`config.mk`:
```
export PLATFORM = sky130hd
export DESIGN_NAME = number_rom_arbiter_flat
export DESIGN_NICKNAME = d
export VERILOG_FILES = /design/src/rtl/number_rom_arbiter_if.sv /design/src/rtl/number_rom_arbiter.sv /design/src/flat_wrapper.sv
export SDC_FILE = /design/constraint.sdc
export NUM_CORES = 1
export LEC_CHECK = 0
export BUFFER_PORTS_ARGS = -buffer_cell sky130_fd_sc_hd__buf_2
export CAP_MARGIN = 5
export CORE_MARGIN = 2
export CORE_UTILIZATION = 25
export DETAILED_ROUTE_END_ITERATION = 8
export GPL_TIMING_DRIVEN = 1
export SYNTH_ARGS = -nofsm -noshare
export SYNTH_HDL_FRONTEND = slang
export SYNTH_SLANG_ARGS = --single-unit
```
`constraint.sdc`:
```
create_clock -name clock_25 -period 3.1 [get_ports clock_25]
set_clock_uncertainty 0.05 [all_clocks]
set_input_delay 0.155 -clock clock_25 [delete_from_list [all_inputs] [get_ports clock_25]]
set_output_delay 0.155 -clock clock_25 [all_outputs]
set_load 0.01 [all_outputs]
```
`src/rtl/number_rom_arbiter_if.sv`:
```
// Bus bundle between the score/time display controllers, the shared digit-glyph
// ROM and number_rom_arbiter.
//   slave  : arbiter side (takes requests and ROM data; drives grants, returns,
//            ROM address and busy)
//   master : requester/ROM side (the mirror image)
interface number_rom_arbiter_if #(
  parameter int NUM_BITS   = 4,
  parameter int COUNT_BITS = 8
);
  logic                  score_req;
  logic [NUM_BITS-1:0]   score_number;
  logic [COUNT_BITS-1:0] score_count;
  logic                  score_gnt;
  logic                  score_valid;
  logic                  score_pixel;

  logic                  time_req;
  logic [NUM_BITS-1:0]   time_number;
  logic [COUNT_BITS-1:0] time_count;
  logic                  time_gnt;
  logic                  time_valid;
  logic                  time_pixel;

  logic [NUM_BITS-1:0]   selected_number;
  logic [COUNT_BITS-1:0] number_count;
  logic                  read_enable;
  logic                  number_pixel;
  logic                  busy;

  modport slave (
    input  score_req, score_number, score_count,
    input  time_req, time_number, time_count,
    input  number_pixel,
    output score_gnt, score_valid, score_pixel,
    output time_gnt, time_valid, time_pixel,
    output selected_number, number_count, read_enable, busy
  );

  modport master (
    output score_req, score_number, score_count,
    output time_req, time_number, time_count,
    output number_pixel,
    input  score_gnt, score_valid, score_pixel,
    input  time_gnt, time_valid, time_pixel,
    input  selected_number, number_count, read_enable, busy
  );
endinterface

```
`src/rtl/number_rom_arbiter.sv`:
```
// Round-robin arbiter for the shared digit-glyph ROM, serving the score and
// time display controllers in the clock_25 domain. One transaction at a time:
// grant, issue the latched address, wait out the ROM latency, return the pixel.
// Ports:
//   clock_25    pixel clock
//   reset       asynchronous active-low reset
//   sync_reset  synchronous active-high game restart (discards any transaction)
//   bus         number_rom_arbiter_if.slave: req/gnt/valid/pixel per
//               requester, ROM address/read strobe/data, busy
module number_rom_arbiter #(
  parameter int NUM_BITS    = 4,
  parameter int COUNT_BITS  = 8,
  parameter int ROM_LATENCY = 1   // 1..3
) (
  input logic               clock_25,
  input logic               reset,
  input logic               sync_reset,
  number_rom_arbiter_if.slave bus
);

  typedef enum logic [1:0] {IDLE, ISSUE, WAIT, RETURN} state_t;

  state_t                state;
  logic                  owner;      // 0 = score, 1 = time
  logic                  prio_time;  // set after a score grant: time wins the next tie
  logic [1:0]            wait_cnt;
  logic [NUM_BITS-1:0]   lat_number;
  logic [COUNT_BITS-1:0] lat_count;
  logic                  lat_bad;    // digit > 9: skip the ROM, return 0
  logic                  ret_pixel;

  // Score wins if it is the only requester or it holds the tie priority.
  logic pick_score;
  assign pick_score = bus.score_req && (!bus.time_req || !prio_time);

  // Sampled in RETURN, which is ROM_LATENCY cycles after the read strobe.
  assign ret_pixel = lat_bad ? 1'b0 : bus.number_pixel;
  assign bus.busy  = (state != IDLE);

  always_ff @(posedge clock_25 or negedge reset) begin
    if (!reset) begin
      state               <= IDLE;
      owner               <= 1'b0;
      prio_time           <= 1'b0;
      wait_cnt            <= '0;
      lat_number          <= '0;
      lat_count           <= '0;
      lat_bad             <= 1'b0;
      bus.score_gnt       <= 1'b0;
      bus.score_valid     <= 1'b0;
      bus.score_pixel     <= 1'b0;
      bus.time_gnt        <= 1'b0;
      bus.time_valid      <= 1'b0;
      bus.time_pixel      <= 1'b0;
      bus.selected_number <= '0;
      bus.number_count    <= '0;
      bus.read_enable     <= 1'b0;
    end else if (sync_reset) begin
      state               <= IDLE;
      owner               <= 1'b0;
      prio_time           <= 1'b0;
      wait_cnt            <= '0;
      lat_number          <= '0;
      lat_count           <= '0;
      lat_bad             <= 1'b0;
      bus.score_gnt       <= 1'b0;
      bus.score_valid     <= 1'b0;
      bus.score_pixel     <= 1'b0;
      bus.time_gnt        <= 1'b0;
      bus.time_valid      <= 1'b0;
      bus.time_pixel      <= 1'b0;
      bus.selected_number <= '0;
      bus.number_count    <= '0;
      bus.read_enable     <= 1'b0;
    end else begin
      bus.score_gnt   <= 1'b0;
      bus.time_gnt    <= 1'b0;
      bus.score_valid <= 1'b0;
      bus.time_valid  <= 1'b0;
      bus.read_enable <= 1'b0;
      unique case (state)
        IDLE: begin
          if (pick_score) begin
            bus.score_gnt <= 1'b1;
            owner         <= 1'b0;
            prio_time     <= 1'b1;
            lat_number    <= bus.score_number;
            lat_count     <= bus.score_count;
            lat_bad       <= (bus.score_number > NUM_BITS'(9));
            state         <= ISSUE;
          end else if (bus.time_req) begin
            bus.time_gnt  <= 1'b1;
            owner         <= 1'b1;
            prio_time     <= 1'b0;
            lat_number    <= bus.time_number;
            lat_count     <= bus.time_count;
            lat_bad       <= (bus.time_number > NUM_BITS'(9));
            state         <= ISSUE;
          end
        end
        ISSUE: begin
          bus.selected_number <= lat_number;
          bus.number_count    <= lat_count;
          bus.read_enable     <= !lat_bad;
          wait_cnt            <= 2'(ROM_LATENCY - 1);
          state               <= WAIT;
        end
        WAIT: begin
          // Address held for the whole wait; the ROM has registered it by now.
          if (wait_cnt == 2'd0) begin
            bus.selected_number <= '0;
            bus.number_count    <= '0;
            state               <= RETURN;
          end else begin
            wait_cnt <= wait_cnt - 2'd1;
          end
        end
        RETURN: begin
          if (owner) begin
            bus.time_valid  <= 1'b1;
            bus.time_pixel  <= ret_pixel;
          end else begin
            bus.score_valid <= 1'b1;
            bus.score_pixel <= ret_pixel;
          end
          state <= IDLE;
        end
        default: state <= IDLE;
      endcase
    end
  end

endmodule

```
`src/flat_wrapper.sv`:
```
// flat-port wrapper written by rule: the top's interface ports become plain ports
module number_rom_arbiter_flat 
#(
  parameter int NUM_BITS    = 4,
  parameter int COUNT_BITS  = 8,
  parameter int ROM_LATENCY = 1          
)
  (clock_25, reset, sync_reset, bus_score_req, bus_score_number, bus_score_count, bus_time_req, bus_time_number, bus_time_count, bus_number_pixel, bus_score_gnt, bus_score_valid, bus_score_pixel, bus_time_gnt, bus_time_valid, bus_time_pixel, bus_selected_number, bus_number_count, bus_read_enable, bus_busy);
  number_rom_arbiter_if #(.NUM_BITS(NUM_BITS), .COUNT_BITS(COUNT_BITS)) bus_i ();
  input logic clock_25;
  input logic reset;
  input logic sync_reset;
  input wire logic [$bits(bus_i.score_req)-1:0] bus_score_req;
  input wire logic [$bits(bus_i.score_number)-1:0] bus_score_number;
  input wire logic [$bits(bus_i.score_count)-1:0] bus_score_count;
  input wire logic [$bits(bus_i.time_req)-1:0] bus_time_req;
  input wire logic [$bits(bus_i.time_number)-1:0] bus_time_number;
  input wire logic [$bits(bus_i.time_count)-1:0] bus_time_count;
  input wire logic [$bits(bus_i.number_pixel)-1:0] bus_number_pixel;
  output wire logic [$bits(bus_i.score_gnt)-1:0] bus_score_gnt;
  output wire logic [$bits(bus_i.score_valid)-1:0] bus_score_valid;
  output wire logic [$bits(bus_i.score_pixel)-1:0] bus_score_pixel;
  output wire logic [$bits(bus_i.time_gnt)-1:0] bus_time_gnt;
  output wire logic [$bits(bus_i.time_valid)-1:0] bus_time_valid;
  output wire logic [$bits(bus_i.time_pixel)-1:0] bus_time_pixel;
  output wire logic [$bits(bus_i.selected_number)-1:0] bus_selected_number;
  output wire logic [$bits(bus_i.number_count)-1:0] bus_number_count;
  output wire logic [$bits(bus_i.read_enable)-1:0] bus_read_enable;
  output wire logic [$bits(bus_i.busy)-1:0] bus_busy;
  assign bus_i.score_req = bus_score_req;
  assign bus_i.score_number = bus_score_number;
  assign bus_i.score_count = bus_score_count;
  assign bus_i.time_req = bus_time_req;
  assign bus_i.time_number = bus_time_number;
  assign bus_i.time_count = bus_time_count;
  assign bus_i.number_pixel = bus_number_pixel;
  assign bus_score_gnt = bus_i.score_gnt;
  assign bus_score_valid = bus_i.score_valid;
  assign bus_score_pixel = bus_i.score_pixel;
  assign bus_time_gnt = bus_i.time_gnt;
  assign bus_time_valid = bus_i.time_valid;
  assign bus_time_pixel = bus_i.time_pixel;
  assign bus_selected_number = bus_i.selected_number;
  assign bus_number_count = bus_i.number_count;
  assign bus_read_enable = bus_i.read_enable;
  assign bus_busy = bus_i.busy;
  number_rom_arbiter #(.NUM_BITS(NUM_BITS), .COUNT_BITS(COUNT_BITS), .ROM_LATENCY(ROM_LATENCY)) u_core (.clock_25(clock_25), .reset(reset), .sync_reset(sync_reset), .bus(bus_i));
endmodule
```
Word level (Yosys, flattened, before mapping)
Index checks and enable logic that the tools add are counted.
{"block": "word_totals", "ff_bits": 38, "inputBits": 30, "out_inout_bits": 20, "word_cells": 101}
{"block": "op_classes", "addsub": 1, "n_lt_le_gt_ge": 2, "n_eq_ne": 7, "mux": 56, "reduce_logical": 19}
{"cell": "2-to-1 mux 8 bit", "count": 6}
{"cell": "2-to-1 mux 1 bit", "count": 34}
{"cell": "2-to-1 mux 4 bit", "count": 6}
{"cell": "one-hot mux 8 bit (2 select lines)", "count": 1}
{"cell": "2-to-1 mux 2 bit", "count": 6}
{"cell": "AND reduction 2 bit", "count": 6}
{"cell": "> comparator 4 bit (second input constant)", "count": 2}
{"cell": "one-hot mux 2 bit (4 select lines)", "count": 1}
{"cell": "one-hot mux 4 bit (2 select lines)", "count": 1}
{"cell": "nonzero test 2 bit", "count": 4}
{"cell": "nonzero test 3 bit", "count": 2}
{"cell": "equality test 2 bit (second input constant)", "count": 2}
{"cell": "logical NOT 2 bit", "count": 2}
{"cell": "inequality test 4 x 3 -> 1 bit (second input constant)", "count": 1}
{"cell": "one-hot mux 2 bit (2 select lines)", "count": 1}
{"cell": "logical NOT 1 bit", "count": 3}
{"cell": "inequality test 3 x 2 -> 1 bit (second input constant)", "count": 1}
{"cell": "inequality test 3 bit (second input constant)", "count": 1}
{"cell": "equality test 2 x 1 -> 1 bit (second input constant)", "count": 1}
{"cell": "inequality test 2 bit (second input constant)", "count": 1}
{"cell": "subtractor 2 x 1 -> 2 bit (second input constant)", "count": 1}
{"cell": "logical AND 1 bit", "count": 1}
{"cell": "logical OR 1 bit", "count": 1}

Depth between registers and ports, before layout
Gate-level depths: netlist (run 1).
{"block": "logic_depth", "depth_word": 6, "depth_mapped": 6, "mapped_depth_nobuf": 5}

Worst setup path before layout (run 1)
Ideal clock, no wire load.
{"block": "synth_timing", "kind": "register -> register", "start": "register u_core.state[0]", "end": "register u_core.bus.number_count[0]", "setup_time_ns": 0.118, "arrival_ns": 1.279, "required_time_ns": 2.932, "path_slack_ns": 1.653, "path_stages_with_launch": 7, "path_buffers": 1, "synth_period_minus_slack_ns": 1.447, "path_cell_list": "dfrtp_1 > inv_1 > ha_1 > and2_1 > nor3_2 > buf_2 > a21o_1"}
{"block": "synth_via", "elab_chain_cells": 3, "word_cells_on_any_way": 7, "cone_classes": "eq/ne (3); mux (2); reduce/logical (2)"}
{"element": "start, declared", "line_no": "number_rom_arbiter.sv:23", "text": "state_t state;"}
{"element": "start signal, assigned", "line_no": "number_rom_arbiter.sv:42", "text": "state <= IDLE;"}
{"element": "start signal, assigned", "line_no": "number_rom_arbiter.sv:59", "text": "state <= IDLE;"}
{"element": "start signal, assigned", "line_no": "number_rom_arbiter.sv:90", "text": "state <= ISSUE;"}
{"element": "equality test 2 bit or equality test 2 x 1 -> 1 bit (tied branches)", "line_no": "number_rom_arbiter.sv:81", "text": "unique case (state)"}
{"element": "one-hot mux 8 bit (2 select lines), or another cell as far along", "line_no": "number_rom_arbiter.sv:81"}
{"element": "2-to-1 mux 8 bit or AND reduction 2 bit (tied branches)"}
{"element": "end signal, assigned", "line_no": "number_rom_arbiter.sv:103", "text": "bus.number_count <= lat_count;"}
{"element": "end, declared", "line_no": "number_rom_arbiter_if.sv:36", "text": "output selected_number, number_count, read_enable, busy"}
Parallel ways exist; a longest one is shown, timed or not.
A chain may end at the register's enable or synchronous reset.

Final worst setup path (run 1)
{"block": "layout_timing", "start": "register u_core.state[0]", "end": "register u_core.bus.number_count[2]"}
The elaborated chain is that of the path after synthesis.

==> impl_metrics.tcl, run 1 <==
set metrics [dict create \
    outcome "complete, no violations" \
    worstHoldPathCells 3 \
    fin_util 0.324 \
    leakagePower_nw 1.19 \
    syn_to_final_growth_pct 24.1 \
    slowest_delay_ps 620 \
    worstPathMaxFanout 17 \
    critPathCaptureType "flop" \
    ir_drop_mv 0.349 \
    remaining_drc_errors 0 \
    placed_area_um2 2220 \
    cts_tree "yes" \
    numPortBuffers 49 \
    num_antenna_cells 0 \
    initial_core_util 0.261 \
    hpwl_mm 3.25 \
    globalplace.congestion 0.767 \
    post-cts-setup-buffer-count 0 \
    worstSkewPairLatency_ps 290 \
    final_cell_area_um2 2370 \
    cap_violations 0 \
    dieArea_um2 8370 \
    cp_cell_sequence "inv_1 -> ha_1 -> nor2b_1 -> nor3_2 -> a21o_1" \
    power.density_nw_per_um2 754 \
    grt_pass1_wl_mm 7.59 \
    cts_hold_buf 1 \
    synth-xor-area-share 0 \
    synth_fa_ha_area_frac 0.0327 \
    synth_top_family_by_area "simple AND/OR/NAND/NOR gates" \
    row_count 31 \
    drive_gt1_frac 0.327 \
    rrSetupSlack_ps 990 \
    routed-via-count 1475 \
    cts_buffers 5 \
    ctsResizeCount 0 \
    arrival_ps 2280 \
    slew-limit-headroom 0.442 \
    synth-compound-area-share 0.175 \
    cp-start-kind "flop" \
    min_from "bus_time_req" \
    gr-total-overflow 0 \
    drt_iter0_drc 92 \
    hold_ws_ps 93.7 \
    synth.avg_cell_area_um2 10.8 \
    fin_tns_setup_ps 0 \
    most-common-layout-cells "buf_2 (49), dfrtp_1 (38), nand3_1 (23)" \
    first_global_vias 1524 \
    syn_inst 177 \
    max_clock_freq_ghz 0.474 \
    die_y_um 91.5 \
    grt_max_degree 39 \
    hold_end "u_core.bus.time_gnt" \
    clock_sink_count 38 \
    ys.warnings.count 0 \
    antenna_found_initial 0 \
    layout_commonest_cell "buf_2" \
    critPathKind "flop to flop" \
    ys_types 31 \
    syn_nets 212 \
    period_share 0.680 \
    synthMuxAreaShare 0.0105 \
    cts.clk_slew.worst_paths_ps 80 \
    rsz0062_at_grt "no" \
    hold_viol 0 \
    die_w_um 91.5 \
    finalWirelength_mm 4.55 \
    clock_path_buffers 2 \
    drtAntennaViolNets 0 \
    htreeDepth 2 \
    yosys.area_share.simple 0.238 \
    syn_area_um2 1910 \
    root_buffer "clkbuf_8" \
    final_cells 322 \
    coreArea_um2 7330 \
    worstMarginPinSlew_ps 837 \
    crit_required_ps 3270 \
    period_minus_slack_ps 2110 \
    io-pin-count 50 \
    dr.pass1.iters 4 \
    worst_path_max_delay_cell "nor3_2" \
    wire_per_inst_um 14.1 \
    crit_start "u_core.state[0]" \
    placed_cells 313 \
    r2r_cells 5 \
    r2r_end "u_core.bus.number_count[2]" \
    grt_usage 0.113 \
    vias_per_cell 4.58 \
    ys_ff_latch 38 \
    hold_class "input port to flop" \
    reg2reg_from "u_core.state[0]" \
    slew_violations 0 \
    setup_viol 0 \
    ys_seq_area_frac 0.497 \
    layout.nets 257 \
]
## power by group
group | internal (mW) | switching, mW
Clock | 0.343 | 0.170
Sequential | 0.618 | 0.0775
Combinational | 0.256 | 0.325
Total | 1.22 | 0.573
## layer usage
metal / GRT usage / vias up / part of all wire
met3: 0.0282 / 2 / 0.051
met2: 0.171 / 36 / 0.44
li1: - / 737 / -
met5: 0 / - / 0
met1: 0.161 / 700 / 0.50
met4: 0.0303 / 0 / 0.0051
## final cells by class
cell class	count	area, µm²
clock buffer	6	82.6
clock inverter	2	60.1
fill	762	4960
inverter	6	22.5
multi-input combinational	120	872
sequential	38	951
tap	99	124
timing repair buffer	51	263
## sequential cells by signal, indices dropped and copies added (netlist names)
signal                      count
u_core.bus.number_count         8
u_core.bus.read_enable          1
u_core.bus.score_gnt            1
u_core.bus.score_pixel          1
u_core.bus.score_valid          1
u_core.bus.selected_number      4
u_core.bus.time_gnt             1
u_core.bus.time_pixel           1
u_core.bus.time_valid           1
u_core.lat_bad                  1
u_core.lat_count                8
u_core.lat_number               4
u_core.owner                    1
u_core.prio_time                1
u_core.state                    2
u_core.wait_cnt                 2
## synthesized netlist by cell type
library cell,count,share of area
inv_1,5,0.0098
nand3_1,23,0.060
o211a_1,1,0.0052
or2_4,1,0.0046
a21o_1,14,0.055
mux2i_1,2,0.010
buf_6,1,0.0059
nor3_1,17,0.044
o21a_1,3,0.012
nor2_1,5,0.0098
a31oi_1,3,0.0098
clkbuf_1,2,0.0039
o21ai_0,2,0.0052
a31oi_2,10,0.065
nor4bb_1,12,0.063
nand2_1,3,0.0059
and2_1,1,0.0033
nand2b_1,1,0.0033
nor3_2,1,0.0052
nor3b_1,4,0.016
a21boi_2,1,0.0059
o2111ai_1,1,0.0046
ha_1,5,0.033
nor2b_1,6,0.020
a21oi_1,1,0.0026
inv_2,1,0.0020
dfrtp_1,38,0.50
a21bo_2,1,0.0052
buf_2,10,0.026
and3_1,1,0.0033
o211ai_1,1,0.0039
## through the flow
stage	total power, mW	setup WS, ps
finish	1.79	992
global route	1.91	752
CTS	1.81	933
detailed placement	1.29	962
global placement	1.28	1050
floorplan	1.11	1650
## worst max-delay path by stage
stage / end / slack [ps] / cells past startpoint
after floorplan: u_core.bus.number_count[0] / 1650 / 6
after global placement: u_core.bus.number_count[1] / 1050 / 5
after detailed placement: u_core.bus.selected_number[1] / 960 / 5
after CTS: u_core.bus.number_count[2] / 930 / 5
after global routing: u_core.bus.number_count[2] / 750 / 5
final: u_core.bus.number_count[2] / 990 / 5
## critical path, delay by kind of cell (launching register included)
family,cells,cell delay (ps)
AOI/OAI and AO/OA,1,210
adders and majority gates,1,540
buffers and inverters,1,100
DFF,1,400
and+or+nand+nor,2,740
## kinds of logic (layout without fill, tap and decap cells)
logic type                 after synthesis  after routing
and+or+nand+nor                         75             75
DFF                                     38             38
buffers and inverters                   19             65
muxes                                    2              2
AOI/OAI and AO/OA                       38             38
adders and majority gates                5              5
Power figures use the tool's default switching activity.
==> run 2, diff against run 1 <==
==> constraint.sdc (replaced) <==
create_clock -name clock_25 -period 1.95 [get_ports clock_25]
set_clock_uncertainty 0.05 [all_clocks]
set_input_delay 0.0975 -clock clock_25 [delete_from_list [all_inputs] [get_ports clock_25]]
set_output_delay 0.0975 -clock clock_25 [all_outputs]
set_load 0.01 [all_outputs]
==> impl_metrics.tcl, run 2 (synthesized netlist as in run 1, its figures left out) <==
set metrics [dict create \
    routed-via-count 1532 \
    first_global_vias 1605 \
    gr-total-overflow 0 \
    period_share 0.934 \
    drive_gt1_frac 0.336 \
    placed_area_um2 2250 \
    layout.nets 261 \
    leakagePower_nw 1.20 \
    period_minus_slack_ps 1820 \
    grt_max_degree 39 \
    vias_per_cell 4.71 \
    layout_commonest_cell "buf_2" \
    post-cts-setup-buffer-count 0 \
    finalWirelength_mm 4.59 \
    critPathCaptureType "flop" \
    clock_path_buffers 2 \
    die_y_um 91.5 \
    rsz0062_at_grt "no" \
    slew-limit-headroom 0.454 \
    p_switching_uw 904 \
    reg.largest.list "u_core.bus.number_count (8), u_core.lat_count (8)" \
    numPortBuffers 49 \
    io-pin-count 50 \
    die_w_um 91.5 \
    ir_drop_mv 0.553 \
    cts_hold_buf 1 \
    wire_per_inst_um 14.1 \
    max_clock_freq_ghz 0.549 \
    cap_violations 0 \
    critPathKind "flop to flop" \
    cp-start-kind "flop" \
    arrival_ps 1990 \
    route.met2.wl_mm 2.15 \
    cts_buffers 5 \
    p_int_mw 1.82 \
    hpwl_mm 3.35 \
    drtAntennaViolNets 0 \
    initial_core_util 0.261 \
    coreArea_um2 7330 \
    grt_usage 0.117 \
    hold_viol 0 \
    cts.clk_slew.worst_paths_ps 70 \
    num_antenna_cells 0 \
    setup_slack_ps 129 \
    worstPathMaxFanout 12 \
    crit_required_ps 2120 \
    power_frac_clock 0.246 \
    dieArea_um2 8370 \
    combPwrFrac 0.349 \
    routed.top_layer "met4" \
    swShare 0.332 \
    slew_violations 0 \
    post-place-ws_ps 144 \
    hold_class "input port to flop" \
    dr.pass1.iters 4 \
    globalplace.congestion 0.751 \
    grt_pass1_wl_mm 7.78 \
    antenna_found_initial 0 \
    drt_iter0_drc 38 \
    wl_met3_um 290 \
    hold_ws_ps 47.9 \
    ctsResizeCount 0 \
    most-common-layout-cells "buf_2 (49), dfrtp_1 (38), nand3_1 (23)" \
    row_count 31 \
    final_cell_area_um2 2370 \
    worstSkewPairLatency_ps 280 \
    syn_to_final_growth_pct 24.1 \
    htreeDepth 2 \
    root_buffer "clkbuf_8" \
    worstMarginPinSlew_ps 819 \
    setup_viol 0 \
    cts_tree "yes" \
    seqPwrFrac 0.405 \
    wl_met1_mm 2.09 \
    outcome "complete, no violations" \
    p_total_mw 2.72 \
    clock_sink_count 38 \
    remaining_drc_errors 0 \
    power.density_nw_per_um2 1150 \
    fin_tns_setup_ps 0 \
]
[run 2: cell count changes in the layout (fill, tap and decap cells not counted)]
cell	change
buf_4	+4
bufinv_16	-1
[run 2: layout make-up]
class,count,area [µm²]
Inverter,6,22.5
Tap cell,99,124
Sequential cell,38,951
Fill cell,775,4960
Timing Repair Buffer,55,293
Multi-Input combinational cell,120,872
Clock buffer,6,82.6
Clock inverter,1,30.0
[run 2: path summary, 6_finish.rpt]
check                                      startpoint                    endpoint  slack [ps]  depth (start not counted)
max reg2reg                           u_core.state[0]  u_core.bus.number_count[0]         130                          5
min in group asynchronous                       reset  u_core.bus.number_count[5]         400                          2
min                                      bus_time_req         u_core.bus.time_gnt          50                          3
max                                   u_core.state[0]  u_core.bus.number_count[0]         130                          5
min reg2reg                u_core.bus.number_count[6]  u_core.bus.number_count[6]         420                          1
max in group asynchronous                       reset       u_core.bus.time_pixel         930                          2
[run 2: power by group through the flow]
stage / clock, mW / combinational [mW] / sequential (mW)
global route: 0.725 / 1.07 / 1.13
finish: 0.670 / 0.951 / 1.10
CTS: 0.694 / 0.972 / 1.10
global placement: 0 / 0.949 / 1.11
detailed placement: 0 / 0.969 / 1.12
floorplan: 0 / 0.646 / 1.12
[run 2: layer usage]
layer / track usage / vias to the layer above
met5: 0 / -
met4: 0.0379 / 0
met3: 0.0290 / 6
met2: 0.192 / 43
met1: 0.149 / 738
li1: - / 745
[run 2: worst max-delay path, cell delays in order (launching register included)]
cell and delay, ps:
dfrtp_1 380, inv_1 80, ha_1 250, and2_1 180, nor3_2 600, a21o_1 220
[run 2: through the flow]
| stage | util | cells |
|---|---|---|
| after floorplan | - | 177 |
| after global placement | 0.307 | 317 |
| after detailed placement | 0.307 | 317 |
| after CTS | 0.324 | 325 |
| after global routing | 0.324 | 325 |
| final | 0.324 | 325 |
==> run 3, diff against run 2 <==
--- a/config.mk
+++ b/config.mk
@@ -7,10 +7,13 @@
 export LEC_CHECK = 0
 export BUFFER_PORTS_ARGS = -buffer_cell sky130_fd_sc_hd__buf_2
 export CAP_MARGIN = 5
+export CELL_PAD_IN_SITES_DETAIL_PLACEMENT = 0
+export CELL_PAD_IN_SITES_GLOBAL_PLACEMENT = 1
 export CORE_MARGIN = 2
 export CORE_UTILIZATION = 25
 export DETAILED_ROUTE_END_ITERATION = 8
 export GPL_TIMING_DRIVEN = 1
+export PLACE_DENSITY_LB_ADDON = 0.1
 export SYNTH_ARGS = -nofsm -noshare
 export SYNTH_HDL_FRONTEND = slang
 export SYNTH_SLANG_ARGS = --single-unit
==> impl_metrics.tcl, run 3 (synthesized netlist as in run 1, its figures left out) <==
set metrics [dict create \
    rsz0062_at_grt "no" \
    first_global_vias 1524 \
    die_w_um 91.5 \
    cp-start-kind "flop" \
    num_antenna_cells 0 \
    cts.clk_slew.worst_paths_ps 70 \
    multi_input_area_um2 878 \
    htreeDepth 2 \
    most-common-layout-cells "buf_2 (49), dfrtp_1 (38), nand3_1 (23)" \
    crit_required_ps 2080 \
    vias_per_cell 4.65 \
    grt_use_met1 0.173 \
    cts_buffers 5 \
    row_count 31 \
    drt_iter0_drc 34 \
    globalplace.congestion 0.661 \
    period_share 0.866 \
    drtAntennaViolNets 0 \
    hold_ws_ps 37.3 \
    leakagePower_nw 1.21 \
    wire_per_inst_um 15.1 \
    grt_pass1_wl_mm 8.11 \
    grt_usage 0.125 \
    cap_violations 0 \
    remaining_drc_errors 0 \
    hold_class "input port to flop" \
    gr-total-overflow 0 \
    numPortBuffers 49 \
    worstMarginPinSlew_ps 529 \
    globalRouteMet2Util 0.192 \
    slew-limit-headroom 0.646 \
    seq_area_um2 951 \
    layout_commonest_cell "buf_2" \
    power.density_nw_per_um2 1140 \
    root_buffer "clkbuf_8" \
    syn_to_final_growth_pct 25.4 \
    initial_core_util 0.261 \
    drive_gt1_frac 0.348 \
    post-cts-setup-buffer-count 0 \
    max_clock_freq_ghz 0.592 \
    period_minus_slack_ps 1690 \
    io-pin-count 50 \
    routed-via-count 1531 \
    placed_area_um2 2270 \
    fill_cells 756 \
    antenna_found_initial 0 \
    slowest_delay_ps 400 \
    outcome "complete, no violations" \
    dr.pass1.iters 4 \
    clock_path_buffers 2 \
    cts_tree "yes" \
    final_cells 329 \
    dieArea_um2 8370 \
    worst_path_max_delay_cell "dfrtp_1" \
    coreArea_um2 7330 \
    placed_cells 320 \
    clock_sink_count 38 \
    finalWirelength_mm 4.97 \
    cp_cell_sequence "inv_1 -> ha_1 -> buf_4 -> nor2b_1 -> o21ai_0 -> o211a_1" \
    die_y_um 91.5 \
    ir_drop_mv 0.337 \
    arrival_ps 1820 \
    crit_family "flip-flops" \
    grt_use_met3 0.0307 \
    cp_num_buf_inv 2 \
    worstSkewPairLatency_ps 290 \
    busiest_layer "met2" \
    grt_max_degree 39 \
    worstPathMaxFanout 8 \
    layout.nets 264 \
    hold_viol 0 \
    setup_viol 0 \
    critPathKind "flop to flop" \
    final_cell_area_um2 2400 \
    reg.largest.list "u_core.bus.number_count (8), u_core.lat_count (8)" \
    hpwl_mm 3.49 \
    fin_tns_setup_ps 0 \
    critPathCaptureType "flop" \
    slew_violations 0 \
]
-- run 3: changes by cell type in the layout (fill, tap and decap cells not counted), sizes merged --
cell	delta
buf	+3
bufinv	-1
clkbuf	+2
-- run 3: where the power goes --
part	switching (mW)	total, mW	internal (mW)	leakage (nW)
Combinational	0.547	0.991	0.445	0.654
Clock	0.287	0.645	0.357	0.0575
Sequential	0.114	1.10	0.982	0.502
-- run 3: metal layers --
metal | routed length (µm) | vias up | share of wire
met5 | 0 | - | 0
met4 | 48 | 0 | 0.0097
met3 | 222 | 5 | 0.045
met2 | 2250 | 42 | 0.45
met1 | 2450 | 735 | 0.49
li1 | - | 749 | -
-- run 3: path summary, 6_finish.rpt --
kind | start | to | slack, ps | cells after the start
hold reg to reg | u_core.bus.number_count[3] | u_core.bus.number_count[3] | 430 | 1
hold / removal | bus_time_req | u_core.bus.time_gnt | 40 | 3
setup / recovery | u_core.state[0] | u_core.state[0] | 260 | 6
min in group asynchronous | reset | u_core.bus.number_count[6] | 340 | 3
max in group asynchronous | reset | u_core.lat_number[3] | 1150 | 3
setup reg to reg | u_core.state[0] | u_core.state[0] | 260 | 6
-- run 3: through the flow --
stage | total power [mW] | utilization | setup WS [ps]
2_1_floorplan | 1.77 | - | 503
3_3_place_gp | 2.12 | 0.310 | 108
3_5_place_dp | 2.11 | 0.310 | 77.5
4_1_cts | 2.77 | 0.327 | 56.5
5_1_grt | 2.92 | 0.328 | 109
6_report | 2.73 | 0.328 | 262
-- run 3: worst reg2reg max path, cell delays in order, from the launching register on --
cell and delay, ps:
dfrtp_1 400, inv_1 100, ha_1 210, buf_4 180, nor2b_1 330, o21ai_0 170, o211a_1 140
-- run 3: cell type report --
| class | count | area share |
|---|---|---|
| sequential | 38 | 0.396 |
| multi-input combinational | 120 | 0.366 |
| clock buffer | 8 | 0.0459 |
| timing repair buffer | 58 | 0.131 |
| inverter | 6 | 0.00938 |
| tap | 99 | 0.0516 |
-- run 3: repair_timing --
action,CTS,global route
hold buffers,1,0
gates resized for setup,0,1
setup endpoints to repair,0,12
endpoints found under the hold margin,38,0
